## config.mk

```make
export PLATFORM = sky130hd
export DESIGN_NAME = writeback_unit_flat
export DESIGN_NICKNAME = d
export VERILOG_FILES = /design/src/rtl/writeback_unit_if.sv /design/src/rtl/writeback_unit.sv /design/src/flat_wrapper.sv
export SDC_FILE = /design/constraint.sdc
export NUM_CORES = 1
export LEC_CHECK = 0
export BUFFER_PORTS_ARGS = -buffer_cell sky130_fd_sc_hd__buf_2
export CAP_MARGIN = 10
export CORE_MARGIN = 3
export CORE_UTILIZATION = 55
export CTS_BUF_LIST = sky130_fd_sc_hd__clkbuf_8
export DETAILED_ROUTE_END_ITERATION = 7
export PLACE_DENSITY = 0.95
export SETUP_SLACK_MARGIN = 0.4
export SKIP_CTS_REPAIR_TIMING = 1
export SLEW_MARGIN = 20
export SYNTH_ARGS = -nofsm -noshare
export SYNTH_HDL_FRONTEND = slang
export SYNTH_SLANG_ARGS = --single-unit
export TNS_END_PERCENT = 5
```

## constraint.sdc

```tcl
create_clock -name clk -period 4.6 [get_ports clk]
set_input_delay 1.15 -clock clk [delete_from_list [all_inputs] [get_ports clk]]
set_output_delay 1.15 -clock clk [all_outputs]
set_load 0.02 [all_outputs]
```

## src/rtl/writeback_unit_if.sv

```systemverilog
// rtl/writeback_unit_if.sv - retire handshake, load response and register-file write bundle
interface writeback_unit_if;
  logic        in_valid;
  logic        in_ready;
  logic [4:0]  in_rd;
  logic        in_regwrite;
  logic        in_is_load;
  logic [2:0]  in_funct3;
  logic [31:0] in_result;
  logic        mem_rvalid;
  logic [31:0] mem_rdata;
  logic        RegWrite;
  logic [4:0]  WriteAddr;
  logic [31:0] WriteData;
  logic        err;

  // Upstream/memory side: drives the instruction and the load response.
  modport master (
    output in_valid, in_rd, in_regwrite, in_is_load, in_funct3, in_result,
    output mem_rvalid, mem_rdata,
    input  in_ready, RegWrite, WriteAddr, WriteData, err
  );

  // Writeback unit side.
  modport slave (
    input  in_valid, in_rd, in_regwrite, in_is_load, in_funct3, in_result,
    input  mem_rvalid, mem_rdata,
    output in_ready, RegWrite, WriteAddr, WriteData, err
  );
endinterface

```

## src/rtl/writeback_unit.sv

```systemverilog
// rtl/writeback_unit.sv - retires ALU results and loads into the register file
module writeback_unit #(
  parameter int TIMEOUT = 15
) (
  input  logic           clk,
  input  logic           reset,
  writeback_unit_if.slave bus
);

  typedef enum logic [1:0] {IDLE, WAIT_MEM, WB} state_t;

  localparam logic [2:0] F_LB  = 3'b000;
  localparam logic [2:0] F_LH  = 3'b001;
  localparam logic [2:0] F_LW  = 3'b010;
  localparam logic [2:0] F_LBU = 3'b100;
  localparam logic [2:0] F_LHU = 3'b101;

  localparam logic [7:0] TimeoutVal = 8'(TIMEOUT);

  state_t      state, stateNext;
  logic [7:0]  waitCnt;
  logic [4:0]  ldRd;
  logic        ldRegwrite;
  logic [2:0]  ldFunct3;
  logic [1:0]  ldAddr;

  logic        regWriteQ;
  logic [4:0]  writeAddrQ;
  logic [31:0] writeDataQ;
  logic        errQ;

  logic        accept;
  logic        loadLegal;
  logic        takeNonLoad, takeLoad, rejectLoad, loadDone, timeout;
  logic [7:0]  loadByte;
  logic [15:0] loadHalf;
  logic [31:0] loadData;

  assign bus.in_ready  = (state != WAIT_MEM);
  assign bus.RegWrite  = regWriteQ;
  assign bus.WriteAddr = writeAddrQ;
  assign bus.WriteData = writeDataQ;
  assign bus.err       = errQ;

  assign accept = bus.in_valid && bus.in_ready;

  // Alignment/width legality of an incoming load, judged at accept time.
  always_comb begin
    loadLegal = 1'b0;
    case (bus.in_funct3)
      F_LB, F_LBU: loadLegal = 1'b1;
      F_LH, F_LHU: loadLegal = !bus.in_result[0];
      F_LW:        loadLegal = (bus.in_result[1:0] == 2'b00);
      default:     loadLegal = 1'b0;
    endcase
  end

  // Select the addressed byte/halfword of the response word and extend it.
  always_comb begin
    loadByte = 8'h00;
    case (ldAddr)
      2'd0: loadByte = bus.mem_rdata[7:0];
      2'd1: loadByte = bus.mem_rdata[15:8];
      2'd2: loadByte = bus.mem_rdata[23:16];
      default: loadByte = bus.mem_rdata[31:24];
    endcase
    loadHalf = ldAddr[1] ? bus.mem_rdata[31:16] : bus.mem_rdata[15:0];
    case (ldFunct3)
      F_LB:    loadData = {{24{loadByte[7]}}, loadByte};
      F_LH:    loadData = {{16{loadHalf[15]}}, loadHalf};
      F_LBU:   loadData = {24'h0, loadByte};
      F_LHU:   loadData = {16'h0, loadHalf};
      default: loadData = bus.mem_rdata;
    endcase
  end

  // State register.
  always_ff @(posedge clk) begin
    if (reset) state <= IDLE;
    else       state <= stateNext;
  end

  // Next-state logic and the per-cycle events that steer the datapath.
  always_comb begin
    stateNext   = state;
    takeNonLoad = 1'b0;
    takeLoad    = 1'b0;
    rejectLoad  = 1'b0;
    loadDone    = 1'b0;
    timeout     = 1'b0;
    case (state)
      IDLE, WB: begin
        if (accept) begin
          if (!bus.in_is_load) begin
            takeNonLoad = 1'b1;
            stateNext   = WB;
          end else if (loadLegal) begin
            takeLoad  = 1'b1;
            stateNext = WAIT_MEM;
          end else begin
            rejectLoad = 1'b1;
            stateNext  = IDLE;
          end
        end else begin
          stateNext = IDLE;
        end
      end
      WAIT_MEM: begin
        // A response arriving on the final wait cycle still counts.
        if (bus.mem_rvalid) begin
          loadDone  = 1'b1;
          stateNext = WB;
        end else if ((waitCnt + 8'd1) == TimeoutVal) begin
          timeout   = 1'b1;
          stateNext = IDLE;
        end
      end
      default: stateNext = IDLE;
    endcase
  end

  // Load context, wait counter and register-file write outputs.
  always_ff @(posedge clk) begin
    if (reset) begin
      waitCnt    <= 8'h00;
      ldRd       <= 5'h00;
      ldRegwrite <= 1'b0;
      ldFunct3   <= 3'h0;
      ldAddr     <= 2'h0;
      regWriteQ  <= 1'b0;
      writeAddrQ <= 5'h00;
      writeDataQ <= 32'h0;
      errQ       <= 1'b0;
    end else begin
      regWriteQ <= 1'b0;
      errQ      <= rejectLoad || timeout;
      if (takeNonLoad) begin
        regWriteQ  <= bus.in_regwrite && (bus.in_rd != 5'd0);
        writeAddrQ <= bus.in_rd;
        writeDataQ <= bus.in_result;
      end
      if (takeLoad) begin
        ldRd       <= bus.in_rd;
        ldRegwrite <= bus.in_regwrite;
        ldFunct3   <= bus.in_funct3;
        ldAddr     <= bus.in_result[1:0];
        waitCnt    <= 8'h00;
      end
      if (state == WAIT_MEM && !bus.mem_rvalid) begin
        waitCnt <= timeout ? 8'h00 : waitCnt + 8'd1;
      end
      if (loadDone) begin
        regWriteQ  <= ldRegwrite && (ldRd != 5'd0);
        writeAddrQ <= ldRd;
        writeDataQ <= loadData;
      end
    end
  end

endmodule
```

## src/flat_wrapper.sv

```systemverilog
// flat-port wrapper written by rule: the top's interface ports become plain ports
module writeback_unit_flat 
#(
  parameter int TIMEOUT = 15
)
  (clk, reset, bus_in_valid, bus_in_rd, bus_in_regwrite, bus_in_is_load, bus_in_funct3, bus_in_result, bus_mem_rvalid, bus_mem_rdata, bus_in_ready, bus_RegWrite, bus_WriteAddr, bus_WriteData, bus_err);
  writeback_unit_if bus_i ();
  input  logic clk;
  input  logic reset;
  input wire logic [$bits(bus_i.in_valid)-1:0] bus_in_valid;
  input wire logic [$bits(bus_i.in_rd)-1:0] bus_in_rd;
  input wire logic [$bits(bus_i.in_regwrite)-1:0] bus_in_regwrite;
  input wire logic [$bits(bus_i.in_is_load)-1:0] bus_in_is_load;
  input wire logic [$bits(bus_i.in_funct3)-1:0] bus_in_funct3;
  input wire logic [$bits(bus_i.in_result)-1:0] bus_in_result;
  input wire logic [$bits(bus_i.mem_rvalid)-1:0] bus_mem_rvalid;
  input wire logic [$bits(bus_i.mem_rdata)-1:0] bus_mem_rdata;
  output wire logic [$bits(bus_i.in_ready)-1:0] bus_in_ready;
  output wire logic [$bits(bus_i.RegWrite)-1:0] bus_RegWrite;
  output wire logic [$bits(bus_i.WriteAddr)-1:0] bus_WriteAddr;
  output wire logic [$bits(bus_i.WriteData)-1:0] bus_WriteData;
  output wire logic [$bits(bus_i.err)-1:0] bus_err;
  assign bus_i.in_valid = bus_in_valid;
  assign bus_i.in_rd = bus_in_rd;
  assign bus_i.in_regwrite = bus_in_regwrite;
  assign bus_i.in_is_load = bus_in_is_load;
  assign bus_i.in_funct3 = bus_in_funct3;
  assign bus_i.in_result = bus_in_result;
  assign bus_i.mem_rvalid = bus_mem_rvalid;
  assign bus_i.mem_rdata = bus_mem_rdata;
  assign bus_in_ready = bus_i.in_ready;
  assign bus_RegWrite = bus_i.RegWrite;
  assign bus_WriteAddr = bus_i.WriteAddr;
  assign bus_WriteData = bus_i.WriteData;
  assign bus_err = bus_i.err;
  writeback_unit #(.TIMEOUT(TIMEOUT)) u_core (.clk(clk), .reset(reset), .bus(bus_i));
endmodule
```

==> run metrics, run 1 <==
fin crit period 2.78 ns; layout cell share with drive strength beyond 1 34.0%; number of buffers created by CTS 9; Placer Congestion 0.864; Buffers on Ports 117; Netlist cell types 44; cell chain of the critical path buf_2, mux4_2, nor4b_4, a21oi_1, o31a_1, a221oi_1; reg2reg start u_core.ldAddr[1]; Critical Path Source Type primary input; hpwl dp 6790 um; CP arrival 2.95 ns; asr flop ratio synth 0%; clk sink count 60; core area 5540 um2; CP endpoint kind register; final worst-path cycle share 60.4%; Clock Path Buffers 2; Die Wd 82.0 um; clock-pin slew on the worst setup and hold paths 0.07 ns; largest area contributor in the netlist dfxtp_1; Hold Crit Start u_core.ldRegwrite; Final Net Count 546; DP Area 3770 um2; DRC 0; fmax 360 MHz; worst hold path class reg -> reg; Die Area 6730 um2; Final Instance Area 3990 um2; initial antenna violation count 0; setup slack, reg-to-reg 1.89 ns; Static Leak 1.61 nW; CTS tree done; Worst-Margin Slew 0.879 ns; warnings from Yosys 0; Die Y 82.0 um; number of cells on the worst reg-to-reg path 5; DRT iter0 DRCs 223; average size of a mapped cell 8.79 um2; sequential share of the synthesized area 37.8%; Final ANT Viol Nets 0; #FFs+latches synth 60; commonest cells after routing, fill and taps aside 116 x buf_2, 60 x dfxtp_1, 55 x nand2_1; crit-path leading delay family compound AO/OA/AOI/OAI gates; data required time at the worst endpoint 4.77 ns; Worst path slowest cell o31a_1; Crit Path Category in -> reg; final WL 9400 um; Post-synth EDFFs 0; skew final 0.00824 ns; maximum vdd drop 0.334 mV; H-tree Lvls 3; share of the synthesized area in the top cell type 37.8%; Hold Path End u_core.ldRegwrite; setup_tns 0 ns; worst relative slew slack 41.4%; maxcap violations 0; Placed Cells 527; P&R area growth vs syn 25.5%; Synth Cell Area 3180 um2; CP peak stage delay 0.72 ns; First-pass DRT Iterations 6; initial core utilization 57.4%; vias in the first global route 3,137; CP Max Fanout 16; latest clock arrival within the worst-skew pair 0.33 ns; fillers 432; commonest non-fill, non-tap cell in the layout buf_2; Diodes inserted 0; wire per inst 17.3 um; worst path bufs/invs 1; Cell Rows 27; hold depth 2; pin count of the biggest net entering global routing 63; Setup violations, final 0; root buf cell clkbuf_8; Non-Filler Instances 543; Post-Syn Nets 442; synth top area cells dfxtp_1 38%, mux2i_1 6.9%, nand2_1 6.5%, a211oi_1 6.4%, a221oi_2 4.7%; Slew Viols, Final 0; routed vias/inst 6.09; # IOs 118; first-pass GRT wire length 14,500 um; Most used DFF post-synth dfxtp_1; Hold Vio Cnt, Final 0; outcome complete, no violations; total congestion overflow 0; end of the worst register-to-register path u_core.bus.WriteData[21]; via count 3,307; RSZ-0062 raised after global routing no; Cells after Synth 362; P per Cell Area 325 nW/um2; GRT Total Usage 28.3%
[tightest hold or removal path, cell delays in order, from the launching register on]
cell	delay, ns
dfxtp_1	0.32
nand2_1	0.05
a21oi_1	0.06
[power by group]
part	total [mW]	switching [mW]	internal [mW]
logic	0.216	0.123	0.0933
clock network	0.520	0.205	0.315
registers	0.563	0.0169	0.546
[sequential cells by signal, indices dropped and copies added (netlist names)]
register / cells
u_core.bus.WriteData: 32
u_core.waitCnt: 8
u_core.bus.WriteAddr: 5
u_core.ldRd: 5
u_core.ldFunct3: 3
u_core.ldAddr: 2
u_core.state: 2
u_core.bus.RegWrite: 1
u_core.bus.err: 1
u_core.ldRegwrite: 1
[layout make-up]
cell class	count	area, um2	share of cell area [%]
tap	72	90.1	2.26
sequential	60	1200	30.1
timing repair buffer	121	618	15.5
inverter	4	15.0	0.376
clock buffer	10	138	3.45
clock inverter	6	78.8	1.97
multi-input combinational	270	1850	46.4
[stage by stage]
step / util, % / power (mW) / hold WS, ns / worst slack (ns)
floorplan: - / 0.702 / 0.437 / 2.11
CTS: 72.0 / 1.30 / 0.470 / 1.82
finish: 72.0 / 1.30 / 0.472 / 1.82
global placement: 68.1 / 0.781 / 0.443 / 1.57
global route: 72.0 / 1.34 / 0.491 / 1.69
detailed placement: 68.1 / 0.787 / 0.455 / 1.48
[cell usage after synthesis (all sizes together), types with 3 or more instances]
cell	count
mux2	9
o22a	7
o22ai	8
nor3	5
nand2b	5
nor2	20
or4	3
inv	4
nor2b	18
a21oi	23
nand3	6
a211oi	27
and2	4
clkbuf	19
buf	9
a221oi	16
mux2i	22
dfxtp	60
nand2	55
a2111oi	9
o21ai	8
[worst max path at each step]
stage | start | end | slack, ns | cells past startpoint
after floorplan | bus_mem_rdata[31] | u_core.bus.WriteData[26] | 2.11 | 6
after global placement | bus_mem_rdata[15] | u_core.bus.WriteData[16] | 1.57 | 6
after detailed placement | bus_mem_rdata[15] | u_core.bus.WriteData[17] | 1.48 | 6
after CTS | bus_mem_rdata[15] | u_core.bus.WriteData[17] | 1.82 | 6
after global routing | bus_mem_rdata[15] | u_core.bus.WriteData[17] | 1.69 | 6
final | bus_mem_rdata[15] | u_core.bus.WriteData[21] | 1.82 | 6
[routing by layer]
layer / global-route usage (%) / up-vias / wire [um]
met2: 48.3 / 191 / 4460
li1: - / 1549 / -
met1: 32.8 / 1532 / 3630
met5: 0 / - / 0
met4: 15.0 / 0 / 362
met3: 6.36 / 35 / 938
[cell families after synthesis]
group,share of synthesized area (%)
AND/OR/NAND/NOR,19.9
buffers and inverters,4.25
adder cells (fa/ha/maj),0.787
flip-flops,37.8
multiplexers,10.8
XOR/XNOR,0.826
AO/OA/AOI/OAI,25.7
No activity file was read; power rests on OpenSTA's default activity.
==> run 2, diff against run 1 <==
--- a/config.mk
+++ b/config.mk
@@ -5,13 +5,14 @@
 export SDC_FILE = /design/constraint.sdc
 export NUM_CORES = 1
 export LEC_CHECK = 0
+export ABC_AREA = 1
 export BUFFER_PORTS_ARGS = -buffer_cell sky130_fd_sc_hd__buf_2
 export CAP_MARGIN = 10
 export CORE_MARGIN = 3
-export CORE_UTILIZATION = 55
+export CORE_UTILIZATION = 52
 export CTS_BUF_LIST = sky130_fd_sc_hd__clkbuf_8
 export DETAILED_ROUTE_END_ITERATION = 7
-export PLACE_DENSITY = 0.95
+export PLACE_DENSITY = 0.91
 export SETUP_SLACK_MARGIN = 0.4
 export SKIP_CTS_REPAIR_TIMING = 1
 export SLEW_MARGIN = 20
==> constraint.sdc (replaced) <==
create_clock -name clk -period 2.6 [get_ports clk]
set_input_delay 0.65 -clock clk [delete_from_list [all_inputs] [get_ports clk]]
set_output_delay 0.65 -clock clk [all_outputs]
set_load 0.02 [all_outputs]
==> run 2 against run 1 <==
  * Area after synthesis up 5.5%
  * Largest power group unchanged
  * Wire length up 6.9%
  * First-iteration DRC count up 70%
  * Synthesized cell count up 43%
  * Clock skew about the same
  * Critical endpoint is now u_core.bus.WriteData[26]
  * Register-to-register slack worse by 1.2 ns
  * Combinational power up 100%
  * Hold slack worse by 0.0019 ns
  * Die area up 11%
==> run metrics, run 2 <==
Crit Path Category in -> reg; Hold Vio Cnt, Final 0 (unchanged); CP peak stage delay 0.43 ns (-0.29 ns); Simple-Gate Fraction of Synth Area 27.2% (+7.3 points); main combinational cell family by area after synthesis simple AND/OR/NAND/NOR gates; Cells after Synth 519 (+43%); root buf cell clkbuf_8; clock-pin slew on the worst setup and hold paths 0.07 ns (about the same); number of buffers created by CTS 9 (unchanged); largest area contributor in the netlist dfxtp_1; DRC 0 (unchanged); RSZ-0062 raised after global routing yes; fin crit period 1.99 ns; P per Cell Area 576 nW/um2 (+77%); Buffers on Ports 117 (unchanged); via count 3,949 (+19%); Synth Area in Compound Gates 24.3% (-1.4 points); pin count of the biggest net entering global routing 43 (-32%); routed vias/inst 5.63 (-7.6%); CP Max Fanout 36 (+20); Final ANT Viol Nets 0 (unchanged); core area 6100 um2 (+10%); Placed Cells 686 (+30%); fmax 504 MHz; H-tree Lvls 3 (unchanged); DRT iter0 DRCs 378 (+70%); mux cell area share after synthesis 0% (-11 points); CTS tree done; Netlist cell types 30 (-32%); Diodes inserted 0 (unchanged); final worst-path cycle share 76.4%; Placer Congestion 0.858 (-0.69%); CP arrival 2.23 ns (-0.72 ns); GRT Total Usage 26.8% (-1.5 points); Critical Path Source Type primary input; initial core utilization 55.1% (-2.3 points); Finished Core Util 68.1% (-4.0 points); total congestion overflow 0 (unchanged); asr flop ratio synth 0% (unchanged); Die Y 86.3 um (+5.2%); Most used DFF post-synth dfxtp_1; data required time at the worst endpoint 2.84 ns (-1.93 ns); Static Leak 2.11 nW (+31%); Final Net Count 702 (+29%); Worst path slowest cell inv_2; latest clock arrival within the worst-skew pair 0.35 ns (+0.02 ns); Non-Filler Instances 702 (+29%); first-pass GRT wire length 16,200 um (+12%); Final Instance Area 4150 um2 (+4.0%); max FFs per register 32 (unchanged); maximum vdd drop 0.448 mV (+34%); DP Area 3930 um2 (+4.2%); Setup violations, final 0 (unchanged); P&R area growth vs syn 23.6%; Die Area 7460 um2 (+11%); Cell Rows 28 (+3.7%); worst hold path class reg -> reg; Die Wd 86.3 um (+5.2%); First-pass DRT Iterations 6 (unchanged); Slew Viols, Final 0 (unchanged); clk sink count 60 (unchanged); cell chain of the critical path buf_2, inv_1, nor3_2, inv_2, nand2_2, o21ai_0, nor2_1, o21ai_0, inv_1; synth top area cells dfxtp_1 36%, nand2_1 12%, o21ai_0 11%, a21oi_1 7.9%, inv_1 6.6%; setup_tns 0 ns (unchanged); worst hold slack 0.470 ns (-0.00194 ns); Clock Path Buffers 2 (unchanged); #FFs+latches synth 60 (unchanged); XOR/XNOR Fraction of Synth Area 0.261% (-0.57 points); # IOs 118 (unchanged); maxcap violations 0 (unchanged); Post-synth EDFFs 0 (unchanged); wire per inst 14.3 um (-17%); final WL 10,000 um (+6.9%); synth cell count leaders 109 x nand2_1, 72 x o21ai_0, 60 x dfxtp_1; outcome complete, no violations; Worst-Margin Slew 0.582 ns (-0.297 ns); commonest non-fill, non-tap cell in the layout buf_2; vias in the first global route 3,577 (+14%); Post-Syn Nets 599 (+36%); Synth Cell Area 3360 um2 (+5.5%); worst relative slew slack 61.2% (+20 points); warnings from Yosys 0 (unchanged); initial antenna violation count 0 (unchanged); skew final 0.00825 ns (+0.00000491 ns); hpwl dp 7120 um (+5.0%); CP endpoint kind register; average size of a mapped cell 6.47 um2 (-26%); Adder-Cell Fraction of Synth Area 0.745% (-0.041 points); most common cell in the netlist nand2_1; layout cell share with drive strength beyond 1 24.6% (-9.4 points); share of the synthesized area in the top cell type 35.8% (-2.0 points); commonest cells after routing, fill and taps aside 117 x buf_2, 109 x nand2_1, 72 x o21ai_0; sequential share of the synthesized area 35.8% (-2.0 points)
run 2: metal layers:
layer | vias up | GRT usage, % | routed length, um
met1 | 1771 | 35.2 | 4190
met2 | 228 | 43.9 | 4710
met4 | 0 | 10.5 | 189
met3 | 21 | 4.37 | 948
met5 | - | 0 | 0
li1 | 1929 | - | -
run 2: layout make-up:
class,instances,area [um2]
Fill cell,541,1950
Multi-Input combinational cell,363,1760
Sequential cell,60,1200
Timing Repair Buffer,122,623
Inverter,66,250
Clock buffer,10,138
Tap cell,75,93.8
Clock inverter,6,78.8
run 2: final timing paths:
kind | from | end | slack [ns] | cells past startpoint
setup reg to reg | u_core.state[0] | u_core.bus.WriteData[26] | 0.66 | 7
hold / removal | u_core.bus.WriteAddr[3] | u_core.bus.WriteAddr[3] | 0.47 | 2
setup / recovery | bus_in_valid | u_core.bus.WriteData[26] | 0.61 | 9
hold reg to reg | u_core.bus.WriteAddr[3] | u_core.bus.WriteAddr[3] | 0.47 | 2
run 2: cells by family after synthesis:
group | Yosys count
buffers and inverters | 96
and+or+nand+nor | 209
AOI/OAI and AO/OA | 151
xor gates and xnor gates | 1
DFF | 60
adders and majority gates | 2
run 2: power by group:
part / switching, mW / total (mW) / internal, mW
clock network: 0.391 / 0.948 / 0.558
registers: 0.0330 / 1.01 / 0.972
logic: 0.282 / 0.436 / 0.154
total: 0.706 / 2.39 / 1.68
run 2: per-stage QoR:
stage / setup slack [ns] / total power, mW
after floorplan: 1.06 / 1.29
after global placement: 0.337 / 1.44
after detailed placement: 0.272 / 1.45
after CTS: 0.430 / 2.38
after global routing: 0.379 / 2.49
final: 0.614 / 2.39
run 2: critical path: cells and delay by family:
family	cells	cell delay, ns
compound gates	2	0.36
buf+inv	4	0.68
simple gates	3	0.54
==> run 3, diff against run 2 <==
==> constraint.sdc (replaced) <==
create_clock -name clk -period 2.04 [get_ports clk]
set_input_delay 0.51 -clock clk [delete_from_list [all_inputs] [get_ports clk]]
set_output_delay 0.51 -clock clk [all_outputs]
set_load 0.02 [all_outputs]
==> run 3 against run 2 <==
  * Cell area grew 0.21%
  * Highest routed layer unchanged
  * First-iteration DRC count is 1.1% lower
  * Global-route usage is 0.41 points higher
  * Sequential power rose by 27%
==> run metrics, run 3 (synthesis gave the netlist of run 2 again) <==
fillers 554 (+2.4%); worst relative slew slack 66.1% (+4.9 points); commonest cells after routing, fill and taps aside 117 x buf_2, 109 x nand2_1, 72 x o21ai_0; number of buffers created by CTS 9 (unchanged); Hold Path End u_core.bus.WriteAddr[3]; # IOs 118 (unchanged); DRT iter0 DRCs 374 (-1.1%); routed vias/inst 5.58 (-0.86%); latest clock arrival within the worst-skew pair 0.34 ns (about the same); via count 3,915 (-0.86%); layout cell share with drive strength beyond 1 25.2% (+0.64 points); commonest non-fill, non-tap cell in the layout buf_2; first-pass GRT wire length 16,300 um (+0.60%); Crit Path Category reg -> reg; Internal 1.97 mW (+17%); Die Wd 86.3 um (unchanged); CTS tree done; Setup violations, final 0 (unchanged); Diodes inserted 0 (unchanged); Placer Congestion 0.885 (+3.2%); Critical Path Source Type register; Die Area 7460 um2 (unchanged); final worst-path cycle share 79.3%; Final ANT Viol Nets 0 (unchanged); maxcap violations 0 (unchanged); outcome complete, no violations; setup_tns 0 ns (unchanged); Buffers on Ports 117 (unchanged); reg2reg start u_core.ldFunct3[0]; CP Max Fanout 15 (-58%); clk sink count 60 (unchanged); maximum vdd drop 0.478 mV (+6.8%); fmax 618 MHz; CP endpoint kind register; pin count of the biggest net entering global routing 40 (-7.0%); hold depth 2 (unchanged); Worst-Margin Slew 0.508 ns (-0.0740 ns); register share of total power 45.1% (+3.0 points); vias in the first global route 3,620 (+1.2%); skew final 0.00422 ns (-0.00402 ns); Cell Rows 28 (unchanged); RSZ-0062 raised after global routing yes; initial antenna violation count 0 (unchanged); worst hold slack 0.467 ns (-0.00261 ns); CP arrival 1.89 ns (-0.34 ns); total congestion overflow 0 (unchanged); hpwl dp 7080 um (-0.54%); Comb power frac 20.2% (+2.0 points); wire per inst 14.4 um (+0.96%); final WL 10,100 um (+0.96%); number of cells on the worst reg-to-reg path 6 (-1); worst hold path class reg -> reg; Static Leak 2.10 nW (-0.52%); end of the worst register-to-register path u_core.bus.WriteData[1]; P&R area growth vs syn 23.9%; GRT Total Usage 27.2% (+0.41 points); P per Cell Area 681 nW/um2 (+18%); max FFs per register 32 (unchanged); core area 6100 um2 (unchanged); Die Y 86.3 um (unchanged); clock-pin slew on the worst setup and hold paths 0.06 ns (about the same); root buf cell clkbuf_8; H-tree Lvls 3 (unchanged); Slew Viols, Final 0 (unchanged); Net Sw Frac 30.6% (+1.1 points); fin crit period 1.62 ns; initial core utilization 55.1% (unchanged); Clock Path Buffers 2 (unchanged); DRC 0 (unchanged); Final Net Count 704 (+0.28%); Hold Vio Cnt, Final 0 (unchanged); Hold Crit Start u_core.bus.WriteAddr[3]; setup slack, reg-to-reg 0.42 ns (-0.24 ns); switching power 0.868 mW (+23%); data required time at the worst endpoint 2.31 ns (-0.53 ns); Clk pwr share 34.7% (-5.0 points); First-pass DRT Iterations 6 (unchanged)
[run 3: cell types whose count changed in the layout (fill, tap and decap cells not counted), sizes merged]
cell / change
bufinv: -2
clkbuf: +2
clkinv: +1
buf: +2
inv: -3
[run 3: metrics by stage]
stage,cell area (um2),setup slack (ns),utilization [%],cells,total power [mW]
after global routing,4160,0.242,68.2,702,2.97
after global placement,3950,0.310,64.8,688,1.84
final,4160,0.423,68.2,702,2.83
after detailed placement,3950,0.240,64.8,688,1.85
after floorplan,3360,0.644,-,519,1.65
after CTS,4120,0.325,67.6,702,2.82
[run 3: power groups by stage]
stage / sequential, mW / combinational, mW / clock (mW)
3_3_place_gp: 1.30 / 0.542 / 0
4_1_cts: 1.28 / 0.559 / 0.989
2_1_floorplan: 1.36 / 0.284 / 0
5_1_grt: 1.28 / 0.641 / 1.04
3_5_place_dp: 1.30 / 0.555 / 0
6_report: 1.28 / 0.572 / 0.984
[run 3: critical path, stage by stage (launching register included)]
cell	delay [ns]
dfxtp_1	0.38
inv_2	0.11
nand2_1	0.40
o21ai_0	0.23
o211ai_1	0.14
o211ai_1	0.14
a21oi_1	0.15
[run 3: how the worst max path moves through the flow]
| stage | startpoint | end | slack [ns] | cells past startpoint |
|---|---|---|---|---|
| 4_1_cts | u_core.ldAddr[1] | u_core.bus.WriteData[22] | 0.33 | 9 |
| 6_report | u_core.ldFunct3[0] | u_core.bus.WriteData[1] | 0.42 | 6 |
| 2_1_floorplan | bus_in_valid | u_core.bus.WriteData[14] | 0.64 | 9 |
| 5_1_grt | u_core.ldFunct3[0] | u_core.bus.WriteData[1] | 0.24 | 6 |
| 3_3_place_gp | bus_in_valid | u_core.ldAddr[0] | 0.31 | 6 |
| 3_5_place_dp | bus_in_valid | u_core.ldAddr[0] | 0.24 | 6 |
[run 3: area by class of cell]
type	count	area (um2)	area share, %
clock inverters	2	10.0	0.241
multi-input cells	363	1800	43.2
repair buffers	124	638	15.3
inverters	66	255	6.14
well taps	75	93.8	2.26
clock buffers	12	165	3.97
flip-flops and latches	60	1200	28.9
[run 3: metal layers]
metal,vias to the layer above,global-route usage [%],share of wire (%)
met5,-,0,0
met4,0,12.0,2.3
met3,21,4.56,8.0
met2,193,46.0,49
met1,1774,33.8,40
li1,1927,-,-
